===== src/rtl/tcdm_arb_pkg.sv =====
// Shared types and helpers for the TCDM bank arbiter and its round-robin picker.
package tcdm_arb_pkg;

    localparam int unsigned MaxReq       = 32;
    localparam int unsigned MaxIdxW      = $clog2(MaxReq);
    localparam int unsigned NumReqDef    = 4;
    localparam int unsigned DataWidthDef = 32;
    localparam int unsigned BeWidth      = DataWidthDef / 8;

    typedef logic [$clog2(NumReqDef)-1:0] idx_t;

    // Scans downward so the lowest offset from ptr overwrites last and wins.
    // With no request set the pointer itself is returned.
    function automatic int rr_pick(input logic [MaxReq-1:0] req,
                                   input int num_req,
                                   input int ptr);
        int idx;
        int win;
        win = ptr;
        for (int i = MaxReq - 1; i >= 0; i--) begin
            if (i < num_req) begin
                idx = ptr + i;
                if (idx >= num_req) idx = idx - num_req;
                if (req[idx[MaxIdxW-1:0]]) win = idx;
            end
        end
        return win;
    endfunction

endpackage


===== src/rtl/tcdm_rr_picker.sv =====
// Combinational round-robin find-first-set starting at a pointer, with index output.
module tcdm_rr_picker
    import tcdm_arb_pkg::*;
#(
    parameter int unsigned NumReq = NumReqDef
) (
    input  logic [NumReq-1:0]         req_i,
    input  logic [$clog2(NumReq)-1:0] ptr_i,
    output logic [$clog2(NumReq)-1:0] idx_o,
    output logic                      valid_o
);

    localparam int unsigned IdxW = $clog2(NumReq);

    logic [MaxReq-1:0] req_ext;
    int                pick;

    always_comb begin
        req_ext               = '0;
        req_ext[NumReq-1:0]   = req_i;
        pick                  = rr_pick(req_ext, int'(NumReq), int'(ptr_i));
        idx_o                 = IdxW'(pick);
    end

    assign valid_o = |req_i;

endmodule


===== src/rtl/tcdm_bank_arbiter.sv =====
// Round-robin sharing of one single-ported TCDM bank between NumReq requesters.
// Optional per-requester stall counters: TCDM_BANK_ARBITER_STALL_CNT_EN.
module tcdm_bank_arbiter
    import tcdm_arb_pkg::*;
#(
    parameter int unsigned NumReq        = NumReqDef,
    parameter int unsigned AddrWidth     = 32,
    parameter int unsigned DataWidth     = DataWidthDef,
    parameter int unsigned IdWidth       = 1,
    parameter int unsigned StallCntWidth = 16
) (
    input  logic                                   clk_i,
    input  logic                                   rst_ni,
    input  logic [NumReq-1:0]                      req_i,
    input  logic [NumReq-1:0][AddrWidth-1:0]       add_i,
    input  logic [NumReq-1:0]                      wen_i,
    input  logic [NumReq-1:0][DataWidth-1:0]       data_i,
    input  logic [NumReq-1:0][DataWidth/8-1:0]     be_i,
    input  logic [NumReq-1:0][IdWidth-1:0]         id_i,
    output logic [NumReq-1:0]                      gnt_o,
    output logic [NumReq-1:0]                      r_valid_o,
    output logic [DataWidth-1:0]                   r_data_o,
    output logic [IdWidth-1:0]                     r_id_o,
    output logic                                   bank_req_o,
    output logic [AddrWidth-1:0]                   bank_add_o,
    output logic                                   bank_wen_o,
    output logic [DataWidth-1:0]                   bank_data_o,
    output logic [DataWidth/8-1:0]                 bank_be_o,
    output logic [IdWidth-1:0]                     bank_id_o,
    input  logic                                   bank_gnt_i,
    input  logic                                   bank_r_valid_i,
    input  logic [DataWidth-1:0]                   bank_r_data_i,
    input  logic [IdWidth-1:0]                     bank_r_id_i,
    input  logic                                   stall_clr_i,
    output logic [NumReq-1:0][StallCntWidth-1:0]   stall_cnt_o
);

    localparam int unsigned IdxW = $clog2(NumReq);

    logic [IdxW-1:0] rr_q, rr_next, win_idx, resp_idx_q;
    logic            resp_pend_q;
    logic            hs;

    tcdm_rr_picker #(
        .NumReq (NumReq)
    ) i_picker (
        .req_i   (req_i),
        .ptr_i   (rr_q),
        .idx_o   (win_idx),
        .valid_o (bank_req_o)
    );

    // With no request the picker returns rr_q, so the idle payload comes from rr_q.
    assign bank_add_o  = add_i[win_idx];
    assign bank_wen_o  = wen_i[win_idx];
    assign bank_data_o = data_i[win_idx];
    assign bank_be_o   = be_i[win_idx];
    assign bank_id_o   = id_i[win_idx];

    assign hs = bank_req_o & bank_gnt_i;

    always_comb begin
        gnt_o          = '0;
        gnt_o[win_idx] = hs;
    end

    assign rr_next = (win_idx == IdxW'(NumReq - 1)) ? '0 : win_idx + IdxW'(1);

    always_ff @(posedge clk_i or negedge rst_ni) begin
        if (!rst_ni) begin
            rr_q        <= '0;
            resp_pend_q <= 1'b0;
            resp_idx_q  <= '0;
        end else begin
            resp_pend_q <= hs & bank_wen_o;
            if (hs) begin
                rr_q       <= rr_next;
                resp_idx_q <= win_idx;
            end
        end
    end

    always_comb begin
        r_valid_o             = '0;
        r_valid_o[resp_idx_q] = bank_r_valid_i & resp_pend_q;
    end

    assign r_data_o = bank_r_data_i;
    assign r_id_o   = bank_r_id_i;

`ifdef TCDM_BANK_ARBITER_STALL_CNT_EN
    logic [NumReq-1:0][StallCntWidth-1:0] stall_cnt_q;

    always_ff @(posedge clk_i or negedge rst_ni) begin
        if (!rst_ni) begin
            stall_cnt_q <= '0;
        end else if (stall_clr_i) begin
            stall_cnt_q <= '0;
        end else begin
            for (int k = 0; k < NumReq; k++) begin
                if (req_i[k] && !gnt_o[k] && !(&stall_cnt_q[k])) begin
                    stall_cnt_q[k] <= stall_cnt_q[k] + StallCntWidth'(1);
                end
            end
        end
    end

    assign stall_cnt_o = stall_cnt_q;
`else
    logic unused_stall_clr;
    assign unused_stall_clr = stall_clr_i;
    assign stall_cnt_o      = '0;
`endif

`ifndef SYNTHESIS
    // The bank answers every read exactly one cycle after its handshake, never writes.
    resp_track_a: assert property (@(posedge clk_i) disable iff (!rst_ni)
        bank_r_valid_i == resp_pend_q);
`endif

endmodule


===== config.mk =====
export PLATFORM = sky130hd
export DESIGN_NAME = tcdm_bank_arbiter
export DESIGN_NICKNAME = d
export VERILOG_FILES = /design/src/rtl/tcdm_arb_pkg.sv /design/src/rtl/tcdm_rr_picker.sv /design/src/rtl/tcdm_bank_arbiter.sv
export SDC_FILE = /design/constraint.sdc
export NUM_CORES = 1
export LEC_CHECK = 0
export ABC_AREA = 1
export CAP_MARGIN = 15
export CORE_AREA = 2 2 192 194
export CTS_CLUSTER_DIAMETER = 120
export DETAILED_ROUTE_END_ITERATION = 7
export DIE_AREA = 0 0 194 196
export GPL_TIMING_DRIVEN = 0
export MAX_ROUTING_LAYER = met4
export PLACE_DENSITY_LB_ADDON = 0.25
export SLEW_MARGIN = 10
export SYNTH_ARGS = -nofsm -noshare
export SYNTH_HDL_FRONTEND = slang
export SYNTH_SLANG_ARGS = --single-unit

===== constraint.sdc =====
create_clock -name clk_i -period 3.8 [get_ports clk_i]
set_clock_uncertainty 0.2 [all_clocks]
set_input_delay 0.38 -clock clk_i [delete_from_list [all_inputs] [get_ports clk_i]]
set_output_delay 0.38 -clock clk_i [all_outputs]
set_load 0.03 [all_outputs]

==> results of run 1 <==
==> kinds of logic after synthesis <==
family | count (synthesis) | share of synthesized area
and+or+nand+nor | 685 | 0.6614
buffers and inverters | 162 | 0.2687
adders and majority gates | 9 | 0.02862
AOI/OAI and AO/OA | 6 | 0.008584
DFF | 5 | 0.03180
other | 1 | 0.0009530
==> cells in the mapped netlist, drive strengths merged <==
cell / n
ha: 9
nand4: 1
nor3: 4
a31oi: 1
buf: 125
inv: 20
clkbuf: 17
dfrtp: 5
nor2: 9
a21oi: 2
o21ai: 2
nand2: 656
a21boi: 1
nand3: 15
conb: 1
==> layer usage <==
metal | GRT usage | vias to the layer above | part of all wire
met2 | 0.2383 | 294 | 0.51
li1 | - | 3355 | -
met5 | - | - | 0
met3 | 0.02046 | 6 | 0.064
met1 | 0.1519 | 2601 | 0.42
met4 | 0.01319 | 0 | 0.0067
==> through the flow <==
step / hold slack [ns] / TNS (ns) / cell area [µm²] / utilization / instances
6_report: 0.1876 / 0 / 8720 / 0.2416 / 1808
5_1_grt: 0.2117 / -0.02028 / 8720 / 0.2416 / 1808
4_1_cts: 0.1972 / -0.0004388 / 8879 / 0.2460 / 1807
3_5_place_dp: 0.3343 / -33.17 / 8755 / 0.2426 / 1798
3_3_place_gp: 0.3267 / -57.84 / 8751 / 0.2425 / 1798
2_1_floorplan: -0.1156 / 0 / 4172 / - / 931
==> worst reg2reg max path, stage by stage, from the launching register on <==
cell and delay, ns:
dfrtp_2 0.42, inv_2 0.10, ha_4 0.30, inv_1 0.05
nand3_1 0.12, inv_2 0.04, nor2_1 0.10, nand2_1 0.06
nand2_1 0.08, nand3_1 0.16, nand2_4 0.19, buf_8 0.20
buf_4 0.22, ha_1 0.25, nor2_1 0.11, a21oi_1 0.05
==> repair_timing <==
action	4_1_cts	5_1_grt
pin swaps	2	0
endpoints found under the setup margin	74	74
buffers inserted	5	0
resized for setup	138	111
cloned	0	0
==> registers in the layout, summed over array words and instances (netlist names) <==
register / count
resp_idx_q: 2
resp_pend_q: 1
rr_q: 2
==> cell type report <==
cell class	instances	area [µm²]	share of cell area
inverter	20	75.07	0.008610
timing repair buffer	404	3785	0.4341
antenna	1	2.502	0.0002870
sequential	5	127.6	0.01464
multi-input combinational	764	3028	0.3473
tap	468	585.6	0.06715
buffer	142	1037	0.1190
clock buffer	4	78.83	0.009040
==> worst min path at each step <==
stage | slack [ns] | from | depth (start not counted) | endpoint
final | 0.19 | rst_ni | 1 | resp_pend_q
after global routing | 0.21 | rst_ni | 1 | resp_pend_q
after CTS | 0.20 | rst_ni | 1 | resp_pend_q
after detailed placement | 0.33 | resp_idx_q[1] | 2 | resp_idx_q[1]
after global placement | 0.33 | resp_idx_q[1] | 2 | resp_idx_q[1]
after floorplan | -0.12 | rst_ni | 0 | resp_idx_q[0]
==> metrics.md, run 1 <==
| Metric | Value |
|---|---|
| Crit path DAT | `3.00 ns` |
| Slew headroom | `0.6465` |
| CP max stage delay | `0.42 ns` |
| Clock Path Buffers | `2` |
| Crit. Startpoint | `rr_q[1]` |
| Max-slew violations | `0` |
| Cell family with most CP delay | `simple AND/OR/NAND/NOR gates` |
| Layout cells sized above 1 | `0.1576` |
| Die ar. | `38020 µm²` |
| Syn-to-layout area delta | `121.6%` |
| Endpoints failing setup | `0` |
| Crit-path cells | `inv_2 -> ha_4 -> inv_1 -> nand3_1 -> inv_2 -> nor2_1 -> nand2_1 -> nand2_1 -> nand2_1 -> nand2_1 -> nand2_4 -> inv_2 -> buf_12 -> buf_6 -> nand2_1 -> nand2_1 -> nand2_1 -> nand2_1 -> clkbuf_4` |
| Clock sink count | `5` |
| PortBufs | `399` |
| RR Startpoint | `rr_q[1]` |
| Routed via count | `6256` |
| GPL Wtd Cong | `0.8074` |
| Clk root buf | `clkbuf_16` |
| Total GRT Usage | `0.1292` |
| Synth Register Bits | `5` |
| Final WL | `25.61 mm` |
| Yosys top cell area share | `0.6238` |
| Post-route ant nets | `0` |
| GRT overflow | `0` |
| Crit path depth | `19` |
| Critical Path Most Common Cell | `nand2_1` |
| Tmin final | `3.580 ns` |
| Syn_area_per_cell | `4.533 µm²` |
| Final Cycle Share | `0.9422` |
| Synth area leader | `nand2_1` |
| Number of hold buffers added after CTS | `0` |
| Crit end category | `output pin` |
| Initial DRC count | `215` |
| YS warnings | `0` |
| Die span in x | `194 µm` |
| Max cap viols | `0` |
| Setup crit end | `bank_data_o[26]` |
| # DRC | `0` |
| CP bufs+invs | `7` |
| Post-synthesis sequential area ratio | `0.03180` |
| Worst reg-to-reg path cell count | `15` |
| CTS tree | `built` |
| Post-Synthesis Cells | `868` |
| Status | `complete, no violations` |
| Synth cell types | `20` |
| Vias in the first global route | `6344` |
| Most frequent cells in the layout | `nand2_1, clkdlybuf4s50_1, buf_4` |
| Critical path type | `flip-flop to output pin` |
| Pre-CTS WS | `-0.7836 ns` |
| Global-route wire length before repair | `36.83 mm` |
| H-tree depth | `1` |
| Die span in y | `196 µm` |
| Setup ws final | `0.2198 ns` |
| RR Endpoint | `rr_q[1]` |
| Initial Utilization | `0.1090` |
| Fillers | `4196` |
| Worst skew pair latency | `0.23 ns` |
| Worst Path Max Fanout | `10` |
| CP required | `3.22 ns` |
| Pre-Repair DR Iteration Count | `5` |
| Floorplan core area | `36080 µm²` |
| Row count | `70` |
| Post-DP HPWL | `21.93 mm` |
| Slew @ Worst Pin | `0.5303 ns` |
| Num CTS Buffers | `3` |
| RSZ-0062 raised after global routing | `yes` |
| CP max stage cell | `dfrtp_2` |
| Reg2reg setup slack | `1.02 ns` |
| Hold Fails Final Rpt | `0` |
| DR WL/cell | `14.17 µm` |
| Most common cell after layout, fill and taps aside | `nand2_1` |
| Clk slew on worst S/H paths | `0.04 ns` |
| Largest net degree at the start of global routing | `12` |
| Io pins | `498` |
| Drt via density | `3.460` |
| Top post-synthesis cells by area | `nand2_1, buf_4, dfrtp_1, ha_1, nand3_1` |
| Hold Crit Class | `primary input to async pin` |
| Layout Nets | `1671` |
| Initial antenna violation count | `1` |
| Mapped cell area | `3935 µm²` |
| Max Clk Rate | `279.3 MHz` |
| Crit path launch type | `flip-flop` |
Power of run 1 is not shown: default switching activity piles up to over one toggle a cycle in this logic, so the estimate is an artifact.
==> run 2, diff against run 1 <==
--- a/config.mk
+++ b/config.mk
@@ -14,6 +14,7 @@
 export GPL_TIMING_DRIVEN = 0
 export MAX_ROUTING_LAYER = met4
 export PLACE_DENSITY_LB_ADDON = 0.25
+export SKIP_LAST_GASP = 1
 export SLEW_MARGIN = 10
 export SYNTH_ARGS = -nofsm -noshare
 export SYNTH_HDL_FRONTEND = slang
==> run 2 against run 1 <==
Compared with the run above:
- via count grew 0.21%
- flip-flop and latch count unchanged
- final cell count unchanged
- design area about the same
- non-clock buffer count unchanged
- sequential share of layout area is essentially flat
- register-to-register slack about the same
- fmax shrank 0.15%
- setup slack got worse by 0.0055 ns
- clock-buffer cell count is the same
- critical path depth did not move
- global-route usage stayed put
- critical endpoint unchanged
==> metrics.md, run 2 (same netlist as run 1, synthesis figures left out) <==
| Metric | Value |
|---|---|
| Io pins | `498 (unchanged)` |
| Max cap viols | `0 (unchanged)` |
| Setup crit end | `bank_data_o[26]` |
| Pre-Repair DR Iteration Count | `5 (unchanged)` |
| Worst reg-to-reg path cell count | `15 (unchanged)` |
| Endpoints failing setup | `0 (unchanged)` |
| Critical Path Most Common Cell | `nand2_1` |
| Die span in y | `196 µm (unchanged)` |
| Crit path DAT | `3.01 ns (about the same)` |
| Critical path type | `flip-flop to output pin` |
| Slew @ Worst Pin | `0.5303 ns (unchanged)` |
| Final TNS setup | `0 ns (unchanged)` |
| Hold Crit Class | `primary input to async pin` |
| H-tree depth | `1 (unchanged)` |
| Crit path depth | `19 (unchanged)` |
| CP max stage delay | `0.42 ns (about the same)` |
| Syn-to-layout area delta | `121.7% (about the same)` |
| Post-DP HPWL | `21.93 mm (unchanged)` |
| CTS tree | `built` |
| Hold Fails Final Rpt | `0 (unchanged)` |
| Slew headroom | `0.6465 (unchanged)` |
| Clock sink count | `5 (unchanged)` |
| Crit-path cells | `inv_2 -> ha_4 -> inv_1 -> nand3_1 -> inv_2 -> nor2_1 -> nand2_1 -> nand2_1 -> nand2_1 -> nand2_1 -> nand2_4 -> inv_2 -> buf_12 -> buf_6 -> nand2_1 -> nand2_1 -> nand2_1 -> nand2_1 -> clkbuf_4` |
| Post-route ant nets | `0 (unchanged)` |
| Largest net degree at the start of global routing | `12 (unchanged)` |
| Global-route wire length before repair | `36.83 mm (unchanged)` |
| GRT overflow | `0 (unchanged)` |
| # DRC | `0 (unchanged)` |
| Row count | `70 (unchanged)` |
| Worst Path Max Fanout | `10 (unchanged)` |
| Most frequent cells in the layout | `nand2_1, clkdlybuf4s50_1, buf_4` |
| Floorplan core area | `36080 µm² (unchanged)` |
| Clock Path Buffers | `2 (unchanged)` |
| Max Clk Rate | `278.9 MHz (-0.15%)` |
| Most common cell after layout, fill and taps aside | `nand2_1` |
| Number of hold buffers added after CTS | `0 (unchanged)` |
| PortBufs | `399 (unchanged)` |
| Top flop regs | `resp_idx_q x2, rr_q x2, resp_pend_q x1` |
| Vias in the first global route | `6344 (unchanged)` |
| Status | `complete, no violations` |
| Initial antenna violation count | `1 (unchanged)` |
| Crit path launch type | `flip-flop` |
| RSZ-0062 raised after global routing | `yes` |
| Num CTS Buffers | `3 (unchanged)` |
| CP required | `3.22 ns (about the same)` |
| Max-slew violations | `0 (unchanged)` |
| Layout Nets | `1671 (unchanged)` |
| Tmin final | `3.586 ns (+0.005450 ns)` |
| Initial Utilization | `0.1090 (unchanged)` |
| Final Cycle Share | `0.9436 (+0.001434)` |
| Total GRT Usage | `0.1292 (unchanged)` |
| Clk root buf | `clkbuf_16` |
| Initial DRC count | `193 (-10%)` |
| DR WL/cell | `14.17 µm (about the same)` |
| Worst skew pair latency | `0.23 ns (about the same)` |
| CP max stage cell | `dfrtp_2` |
| Drt via density | `3.467 (+0.21%)` |
| Clk slew on worst S/H paths | `0.04 ns (about the same)` |
| Crit end category | `output pin` |
| Routed via count | `6269 (+0.21%)` |
| Layout cells sized above 1 | `0.1568 (-0.0007468)` |
| Die span in x | `194 µm (unchanged)` |
| Reg2reg setup slack | `1.02 ns (about the same)` |
| Final WL | `25.62 mm (about the same)` |
| Crit. Startpoint | `rr_q[1]` |
| CP bufs+invs | `7 (unchanged)` |
| RR Startpoint | `rr_q[1]` |
| RR Endpoint | `rr_q[1]` |
| GPL Wtd Cong | `0.8074 (unchanged)` |
| Die ar. | `38020 µm² (unchanged)` |
| Cell family with most CP delay | `simple AND/OR/NAND/NOR gates` |
run 2: worst min path at each step:
stage | startpoint | endpoint | slack (ns) | cells after the start
detailed placement | resp_idx_q[1] | resp_idx_q[1] | 0.33 | 2
global route | rst_ni | resp_pend_q | 0.21 | 1
floorplan | rst_ni | resp_idx_q[0] | -0.12 | 0
CTS | rst_ni | resp_pend_q | 0.20 | 1
finish | rst_ni | resp_pend_q | 0.19 | 1
global placement | resp_idx_q[1] | resp_idx_q[1] | 0.33 | 2
run 2: stage by stage:
| step | hold slack [ns] | utilization | instance area [µm²] | worst slack [ns] | std cells |
|---|---|---|---|---|---|
| 3_3_place_gp | 0.3267 | 0.2425 | 8751 | -0.9758 | 1798 |
| 6_report | 0.1879 | 0.2418 | 8726 | 0.2143 | 1808 |
| 4_1_cts | 0.1972 | 0.2460 | 8879 | -0.0004388 | 1807 |
| 5_1_grt | 0.2117 | 0.2418 | 8726 | -0.01899 | 1808 |
| 3_5_place_dp | 0.3343 | 0.2426 | 8755 | -0.7836 | 1798 |
| 2_1_floorplan | -0.1156 | - | 4172 | 0.6758 | 931 |
run 2: per-layer routing:
metal  track usage  part of all wire  vias up
met4       0.01319            0.0083        0
met1        0.1519              0.42     2603
met2        0.2383              0.51      298
met3       0.02046             0.065       12
li1              -                 -     3356
met5             -                 0        -
run 2: timing repair:
action	in CTS	in global routing
setup buffers	5	0
gates resized for setup	138	109
endpoints found under the setup margin	74	74
pin swaps	2	0
run 2: worst reg2reg max path: stages (launching register included):
cell and delay, ns:
dfrtp_2 0.42, inv_2 0.10, ha_4 0.30, inv_1 0.05, nand3_1 0.12, inv_2 0.04
nor2_1 0.10, nand2_1 0.06, nand2_1 0.08, nand3_1 0.16, nand2_4 0.19, buf_8 0.20
buf_4 0.22, ha_1 0.25, nor2_1 0.10, a21oi_1 0.05
run 2: final cells by class:
| type | instances | area [µm²] |
|---|---|---|
| buffer | 142 | 1037 |
| timing repair buffer | 404 | 3791 |
| inverter | 20 | 75.07 |
| fill | 4195 | 27360 |
| sequential | 5 | 127.6 |
| antenna | 1 | 2.502 |
| multi-input combinational | 764 | 3028 |
| tap | 468 | 585.6 |
| clock buffer | 4 | 78.83 |
Power of run 2 is left out for the same reason.
